`src/rtl/telemetria_serial_n.sv`:
```
// telemetria_serial_n
// Periodic/manual telemetry frame sequencer for the range-finder sensors plus
// a circular receive bank fed by an external 7E1 receiver.
// A frame is NUM_CANAIS groups of DIGITOS ASCII digits, each group followed
// by SEPARADOR, built from a snapshot of medidas taken at frame start.
module telemetria_serial_n #(
   parameter int         NUM_CANAIS  = 3,
   parameter int         DIGITOS     = 3,
   parameter int         PERIODO     = 1_000_000,
   parameter logic [6:0] SEPARADOR   = 7'h23,
   parameter int         NUM_REGS_RX = 3,
   parameter logic [6:0] TERMINADOR  = 7'h0A
) (
   input  logic                                clock,
   input  logic                                reset,
   input  logic                                habilita,
   input  logic                                disparo,
   input  logic [NUM_CANAIS*DIGITOS*4-1:0]     medidas,
   output logic [6:0]                          dados_tx,
   output logic                                partida_tx,
   input  logic                                pronto_tx,
   input  logic [6:0]                          dado_rx,
   input  logic                                pronto_rx,
   output logic [NUM_REGS_RX*7-1:0]            dados_recebidos,
   output logic [$clog2(NUM_REGS_RX)-1:0]      contagem_rx,
   output logic                                rx_completo,
   output logic                                pronto_quadro,
   output logic                                ocupado,
   output logic [3:0]                          db_estado
);

   localparam int MW = NUM_CANAIS*DIGITOS*4;
   localparam int TW = $clog2(PERIODO);
   localparam int CW = (NUM_CANAIS > 1) ? $clog2(NUM_CANAIS) : 1;
   localparam int DW = $clog2(DIGITOS+1);
   localparam int RW = $clog2(NUM_REGS_RX);

   typedef enum logic [3:0] {
      OCIOSO  = 4'd0,
      CAPTURA = 4'd1,
      CARREGA = 4'd2,
      ESPERA  = 4'd3,
      PROXIMO = 4'd4,
      FIM     = 4'd5
   } estado_t;

   estado_t        estado;
   estado_t        prox;
   logic [TW-1:0]  temporizador;
   logic           tick;
   logic [MW-1:0]  snapshot;
   logic [MW-1:0]  fonte;
   logic [CW-1:0]  canal;
   logic [CW-1:0]  canal_prox;
   logic [DW-1:0]  digito;
   logic [DW-1:0]  digito_prox;
   logic           ultimo;
   logic [3:0]     nibble;
   logic [6:0]     caractere;
   logic [6:0]     registros [NUM_REGS_RX];

   assign tick = habilita && (temporizador == TW'(PERIODO-1));

   // Free-running frame timer, held at zero while disabled
   always_ff @(posedge clock) begin
      if (reset) begin
         temporizador <= '0;
      end else if (!habilita || tick) begin
         temporizador <= '0;
      end else begin
         temporizador <= temporizador + 1'b1;
      end
   end

   // Index of the character to be loaded next; digito==DIGITOS selects the separator
   always_comb begin
      canal_prox  = canal;
      digito_prox = digito;
      ultimo      = 1'b0;
      if (estado == CAPTURA) begin
         canal_prox  = '0;
         digito_prox = '0;
      end else if (digito == DW'(DIGITOS)) begin
         if (canal == CW'(NUM_CANAIS-1)) begin
            ultimo = 1'b1;
         end else begin
            canal_prox  = canal + 1'b1;
            digito_prox = '0;
         end
      end else begin
         digito_prox = digito + 1'b1;
      end
   end

   // Character for the next index; during CAPTURA the snapshot is not loaded yet,
   // so the first character is taken straight from medidas
   always_comb begin
      fonte  = (estado == CAPTURA) ? medidas : snapshot;
      nibble = '0;
      for (int c = 0; c < NUM_CANAIS; c++) begin
         for (int d = 0; d < DIGITOS; d++) begin
            if (canal_prox == CW'(c) && digito_prox == DW'(d)) begin
               nibble = fonte[c*DIGITOS*4 + (DIGITOS-1-d)*4 +: 4];
            end
         end
      end
      caractere = (digito_prox == DW'(DIGITOS)) ? SEPARADOR : {3'b011, nibble};
   end

   // Next-state decode of the frame sequencer
   always_comb begin
      prox = estado;
      case (estado)
         OCIOSO:  if (tick || disparo) prox = CAPTURA;
         CAPTURA: prox = CARREGA;
         CARREGA: prox = ESPERA;
         ESPERA:  if (pronto_tx) prox = PROXIMO;
         PROXIMO: prox = ultimo ? FIM : CARREGA;
         FIM:     prox = OCIOSO;
         default: prox = OCIOSO;
      endcase
   end

   // Sequencer state, indices, snapshot and registered Moore outputs
   always_ff @(posedge clock) begin
      if (reset) begin
         estado        <= OCIOSO;
         db_estado     <= 4'd0;
         ocupado       <= 1'b0;
         partida_tx    <= 1'b0;
         pronto_quadro <= 1'b0;
         dados_tx      <= '0;
         snapshot      <= '0;
         canal         <= '0;
         digito        <= '0;
      end else begin
         estado        <= prox;
         db_estado     <= prox;
         ocupado       <= (prox != OCIOSO);
         partida_tx    <= (prox == CARREGA);
         pronto_quadro <= (prox == FIM);
         if (estado == CAPTURA) begin
            snapshot <= medidas;
         end
         if (estado == CAPTURA || estado == PROXIMO) begin
            canal  <= canal_prox;
            digito <= digito_prox;
         end
         if (prox == CARREGA) begin
            dados_tx <= caractere;
         end
      end
   end

   // Circular receive bank; the terminator only realigns the write index
   always_ff @(posedge clock) begin
      if (reset) begin
         contagem_rx <= '0;
         rx_completo <= 1'b0;
         for (int i = 0; i < NUM_REGS_RX; i++) begin
            registros[i] <= '0;
         end
      end else begin
         rx_completo <= 1'b0;
         if (pronto_rx) begin
            if (dado_rx == TERMINADOR) begin
               contagem_rx <= '0;
            end else begin
               for (int i = 0; i < NUM_REGS_RX; i++) begin
                  if (contagem_rx == RW'(i)) begin
                     registros[i] <= dado_rx;
                  end
               end
               if (contagem_rx == RW'(NUM_REGS_RX-1)) begin
                  contagem_rx <= '0;
                  rx_completo <= 1'b1;
               end else begin
                  contagem_rx <= contagem_rx + 1'b1;
               end
            end
         end
      end
   end

   for (genvar g = 0; g < NUM_REGS_RX; g++) begin : g_banco
      assign dados_recebidos[g*7 +: 7] = registros[g];
   end

endmodule

```
`config.mk`:
```
export PLATFORM = sky130hd
export DESIGN_NAME = telemetria_serial_n
export DESIGN_NICKNAME = d
export VERILOG_FILES = /design/src/rtl/telemetria_serial_n.sv
export SDC_FILE = /design/constraint.sdc
export NUM_CORES = 1
export LEC_CHECK = 0
export ABC_AREA = 0
export BUFFER_PORTS_ARGS = -buffer_cell sky130_fd_sc_hd__buf_2
export CORE_ASPECT_RATIO = 0.9
export CORE_UTILIZATION = 55
export DETAILED_ROUTE_END_ITERATION = 8
export GPL_TIMING_DRIVEN = 0
export HOLD_SLACK_MARGIN = 0.12
export PLACE_DENSITY = 0.86
export SYNTH_ARGS = -nofsm -noshare
export SYNTH_HDL_FRONTEND = slang
export SYNTH_SLANG_ARGS = --single-unit
```
`constraint.sdc`:
```
create_clock -name clock -period 5.5 [get_ports clock]
set_input_delay 0.825 -clock clock [delete_from_list [all_inputs] [get_ports clock]]
set_output_delay 0.825 -clock clock [all_outputs]
set_load 0.02 [all_outputs]
```
# Word-level counts from Yosys, hierarchy flattened
# Memory sizes are Yosys's and may differ from the RTL's.
# Index checks and enable logic that the tools add are counted.
# classes
n_lt_le_gt_ge,0
reduce_logical,20
bitwise_logic,3
multipliers,0
eq_ne,17
n_div,0
mux,46
shifts,0
n_addsub,4
# ops
operator,n
4-bit two-way mux,11
36-bit two-way mux,1
7-bit two-way mux,3
"20-bit by 1-bit adder with 20-bit output, second input constant",1
"20-bit equality test, second input constant",1
1-bit two-way mux,20
4-bit one-hot mux with 5 select lines,1
2-bit two-way mux,8
"2-bit equality test, second input constant",6
"4-bit by 2-bit equality test with 1-bit output, second input constant",3
1-bit logical AND,10
"4-bit by 3-bit equality test with 1-bit output, second input constant",2
"7-bit by 4-bit equality test with 1-bit output, second input constant",1
"2-bit by 1-bit adder with 2-bit output, second input constant",3
"2-bit by 1-bit equality test with 1-bit output, second input constant",3
2-bit logical NOT,3
5-bit two-way mux,1
"4-bit by 1-bit equality test with 1-bit output, second input constant",1
4-bit logical NOT,1
4-bit nonzero test,1
1-bit logical OR,3
3-bit two-way mux,1
1-bit bitwise OR,3
2-bit OR reduction,1
1-bit logical NOT,1
# word_totals
mem_count,1
regBits,77
out_inout_bits,38
mem_bits_ro,0
latch_bits,0
input_bits,49
wordCells,102
ram_bits,21
# mem_list
memory,depth,word_bits,read_ports,rd_clocked_by_memory_dff,write_ports,line,source
registros,3,7,3,0,3,60,logic [6:0] registros [NUM_REGS_RX];

# Depth between registers and ports, before layout
# depth
ltp_word,16
depth_mapped,10
depth_no_buf,8

# Worst setup path before layout
# No wires, ideal clock.
# synth_timing
kind,reg-to-reg
start,register canal[0]
end,register dados_tx[3]
stages_incl_launch_ff,10
slack_ps,3337
path_buffers,1
arrival_time_ps,2084
synth_period_minus_slack_ps,2163
path_cell_list,dfxtp_1 > inv_1 > ha_1 > buf_4 > and2_1 > a21oi_4 > a32oi_1 > o311a_1 > o2111a_1 > a211oi_2
# synth_via
elab_chain_cells,16
elab_cells_between_ends,40
# synth_rtl
item,line,source
from (decl),53,logic [CW-1:0] canal;
from (signal assigned),146,canal <= canal_prox;
2-bit by 1-bit adder with 2-bit output / 2-bit equality test (equally long branches),"87, 84",
2-bit two-way mux,84,if (canal == CW'(NUM_CANAIS-1)) begin
2-bit two-way mux,83,end else if (digito == DW'(DIGITOS)) begin
2-bit two-way mux,80,if (estado == CAPTURA) begin
2-bit logical NOT,102,if (canal_prox == CW'(c) && digito_prox == DW'(d)) begin
1-bit logical AND,102,
4-bit two-way mux (9 in a row),102,
5-bit two-way mux,107,"caractere = (digito_prox == DW'(DIGITOS)) ? SEPARADOR : {3'b011, nibble};"
to (signal assigned),150,dados_tx <= caractere;
to (decl),19,"output logic [6:0] dados_tx,"
# Several ways; a longest one is shown, not always the timed one.
# A chain may end at the register's enable or synchronous reset.

# Worst setup path in the final report
# Ends and elaborated chain as after synthesis.

==> key figures <==
Critical path
  – WP data arrival: 2.93 ns
  – Slowest CP cell: dfxtp_1
  – Crit Path Max Fanout: 10
  – CP Class: flip-flop to flip-flop
  – Max stage delay on crit path: 0.46 ns
  – Critical Path Stages: 9
  – Crit-path cells: inv_1 -> ha_1 -> buf_4 -> and2_1 -> o21ai_1 -> nand2_1 -> a31oi_1 -> o21ai_0 -> a211oi_2
  – Worst path buffer plus inverter count: 2
  – Required time worst endpoint: 5.79 ns
  – R2R depth: 9
  – Delay-heaviest family, CP: compound AO/OA/AOI/OAI gates
  – Setup crit start kind: flip-flop
  – Critical Path End Type: flip-flop

Power
  – Peak VDD IR: 190 uV
  – Flop pwr share: 0.573
  – PD cells: roughly 250 nW/um^2
  – Sw Pwr: 0.361 mW
  – Comb pwr share: 0.084
  – Clk pwr share: 0.343
  – Leakage: 2.04 nW
  – Internal: 0.967 mW
  – Switching share of power: 0.272

Clock network
  – Clk buf depth: 2
  – TritonCTS clock tree: done
  – Worst-Skew Late Latency: 0.37 ns
  – Clock transition at path regs: 0.10 ns
  – Sink Count: 97
  – Total CTS buffers: 9
  – Cts repair resizes: 0
  – Root Buffer: clkbuf_8
  – H-tree depth: 3
  – Post-CTS setup buffers: 0
  – CTS Hold Buffers Added: 0

Place
  – Post-DP HPWL: 8.69 mm
  – Placed cells: 704
  – I/O Buffers: 85
  – Routability cong.: between 0.9 and 1

STA
  – Max Clk Rate: 380 MHz
  – Worst clock skew: 0.00900 ns
  – Slew @ Worst Pin: 0.671 ns
  – Final setup viols: 0
  – Slew Limit Fails: 0
  – Max_slew headroom: 0.549
  – Sum Neg Setup Slack: 0 ns
  – Final critical-path share of the clock period: 0.479
  – RSZ-0062 raised after global routing: false
  – Final hold viol count: 0
  – Crit path time final: 2.63 ns

Logic synthesis
  – Synth cell types: 73
  – Asr flop ratio synth: 0
  – Netlist Area Pre-Place: between 4000 and 5000 sq um
  – Yosys warnings: 0
  – Post-synth top flop: dfxtp_1
  – Syn avg cell area: 8.75 sq um
  – Post-synth EDFFs: 21
  – Sequential area share after synthesis: 0.474
  – Synth Register Bits: 97
  – Synthesized instance count: 519

Outcome
  – Status: complete, but fails checks
  – Failing checks: design-rule violations

Routing
  – Post-Route WL: 11.7 mm
  – DR DRC count: 4
  – Iteration-0 DRC Markers: 398
  – Wire per inst: 16.2 um
  – Antenna Nets Post-Route: 0
  – Vias per cell: 5.86
  – Detailed-route via count: 4,220
  – Pre-antenna DRT Iters: 9

Flow run
  – MaxCap Viol Count: 0

Global route
  – Met2 usage in global routing: 0.469
  – Initial antenna violation count: 0
  – First-pass GRT wire length: between 15 and 20 mm
  – GR Util All Layers: 0.269
  – Gr busiest metal: met2
  – M3 GR Usage: 0.0600
  – Vias in the first global route: 3,810
  – GRT overflow: 0
  – Largest net degree at the start of global routing: 20
  – M1 GR Usage: 0.337

Hold path
  – Cells on Worst Hold Path: 2
  – Hold Crit Class: flip-flop to flip-flop

Die
  – Initial Util: 0.566
  – Die height: 88.2 um
  – Die ar.: 8630 sq um
  – Std cell rows: 31
  – Die W: 97.8 um
  – Core Region: 8030 sq um
  – # IOs: 87

Layout
  – Antenna diodes: 0
  – FILL cells: 695
  – Register Area: 2150 sq um
  – Finished Core Util: 0.659
  – Layout area overhead: 16.4%
  – # nets final: roughly 670
  – Area occupied by multi-input gates: 2190 sq um
  – Share of layout cells above drive strength 1: 0.213
  – Non-filler cells, final: 720
power by group through the flow:
stage	Clock, mW	Combinational [mW]	Sequential, mW
finish	0.456	0.111	0.761
global route	0.484	0.121	0.763
CTS	0.458	0.111	0.760
detailed placement	0	0.111	0.777
global placement	0	0.108	0.776
floorplan	0	0.0437	0.794
worst register-to-register path, delay by kind of cell (launching register included):
family	cells	cell delay, ns
simple gates	2	0.51
buf+inv	2	0.29
flops	1	0.46
compound gates	4	1.09
fa+ha+maj	1	0.21
cells by family (layout without fill, tap and decap cells):
logic type,count (synthesis),count (layout),synth area share
and+or+nand+nor,225,225,0.243
DFF,97,97,0.474
AOI/OAI and AO/OA,132,132,0.192
adders and majority gates,4,4,0.0110
xor gates and xnor gates,13,13,0.0251
muxes,4,4,0.00881
buffers and inverters,43,144,0.0457
other,1,2,0.000825
Yosys cell counts, types with 5 or more instances:
cell type / instances / share of area
nor3_1: 17 / 0.019
dfxtp_1: 76 / 0.33
xor2_1: 7 / 0.013
clkbuf_1: 11 / 0.0091
o21ai_0: 9 / 0.0099
a21oi_1: 60 / 0.066
edfxtp_1: 21 / 0.14
nand2b_1: 6 / 0.0083
nor2_1: 43 / 0.036
xnor2_1: 6 / 0.012
inv_1: 14 / 0.012
nand2_1: 95 / 0.078
o211ai_1: 6 / 0.0099
buf_2: 10 / 0.011
a31oi_1: 6 / 0.0083
o31ai_1: 5 / 0.0083
nand3_1: 14 / 0.015
and3_1: 8 / 0.011
or3_1: 7 / 0.0096
cells in the final DEF, fill, tap and decap left out, types with 3 or more instances in the layout:
| cell type | synthesis | layout |
|---|---|---|
| a211o_1 | 3 | 3 |
| a21o_1 | 4 | 4 |
| a21oi_1 | 60 | 60 |
| a31oi_1 | 6 | 6 |
| and2_1 | 4 | 4 |
| and3_1 | 8 | 8 |
| and3b_1 | 3 | 3 |
| buf_2 | 10 | 95 |
| buf_4 | 3 | 3 |
| buf_6 | 3 | 3 |
| clkbuf_1 | 11 | 11 |
| clkbuf_8 | 0 | 9 |
| dfxtp_1 | 76 | 76 |
| edfxtp_1 | 21 | 21 |
| ha_1 | 4 | 4 |
| inv_1 | 14 | 14 |
| mux2i_1 | 4 | 4 |
| nand2_1 | 95 | 95 |
| nand2b_1 | 6 | 6 |
| nand3_1 | 14 | 14 |
| nor2_1 | 43 | 43 |
| nor3_1 | 17 | 17 |
| nor3b_1 | 4 | 4 |
| o211ai_1 | 6 | 6 |
| o21ai_0 | 9 | 9 |
| o21ai_1 | 4 | 4 |
| o31ai_1 | 5 | 5 |
| or2_2 | 3 | 3 |
| or3_1 | 7 | 7 |
| xnor2_1 | 6 | 6 |
| xor2_1 | 7 | 7 |
metal layers:
layer | part of all wire | vias to the layer above
met5 | 0 | -
met4 | 0.017 | 0
met3 | 0.084 | 28
met2 | 0.47 | 180
met1 | 0.43 | 1977
li1 | - | 2035
registers in the layout, indices dropped and copies added (netlist names):
register,cells
digito,2
contagem_rx,2
partida_tx,1
temporizador,20
rx_completo,1
ocupado,1
dados_tx,6
registros,21
estado,4
pronto_quadro,1
snapshot,36
canal,2
final cells by class:
cell class	instances	area share
Clock buffer	9	0.0234
Inverter	14	0.00994
Clock inverter	7	0.0130
Buffer	29	0.0293
Timing Repair Buffer	85	0.0804
Sequential cell	97	0.407
Tap cell	99	0.0234
Multi-Input combinational cell	380	0.414
per-stage QoR:
step	total power [mW]	hold WS, ns	setup WS, ns	cell area, sq um
final	1.33	0.469	2.87	5290
after global routing	1.37	0.487	2.71	5290
after CTS	1.33	0.468	2.93	5290
after detailed placement	0.887	0.454	2.84	5100
after global placement	0.884	0.441	2.87	5100
after floorplan	0.838	0.426	3.34	4550
worst paths after layout:
check                                        startpoint                       end  slack [ns]
worst max-delay path              canal[0]$_SDFFE_PP0P_  dados_tx[3]$_SDFFE_PP0P_        2.87
worst min-delay path            snapshot[12]$_SDFF_PP0_   snapshot[12]$_SDFF_PP0_        0.47
worst min register to register  snapshot[12]$_SDFF_PP0_   snapshot[12]$_SDFF_PP0_        0.47
worst max register to register    canal[0]$_SDFFE_PP0P_  dados_tx[3]$_SDFFE_PP0P_        2.87
(Power assumes the default switching activity.)
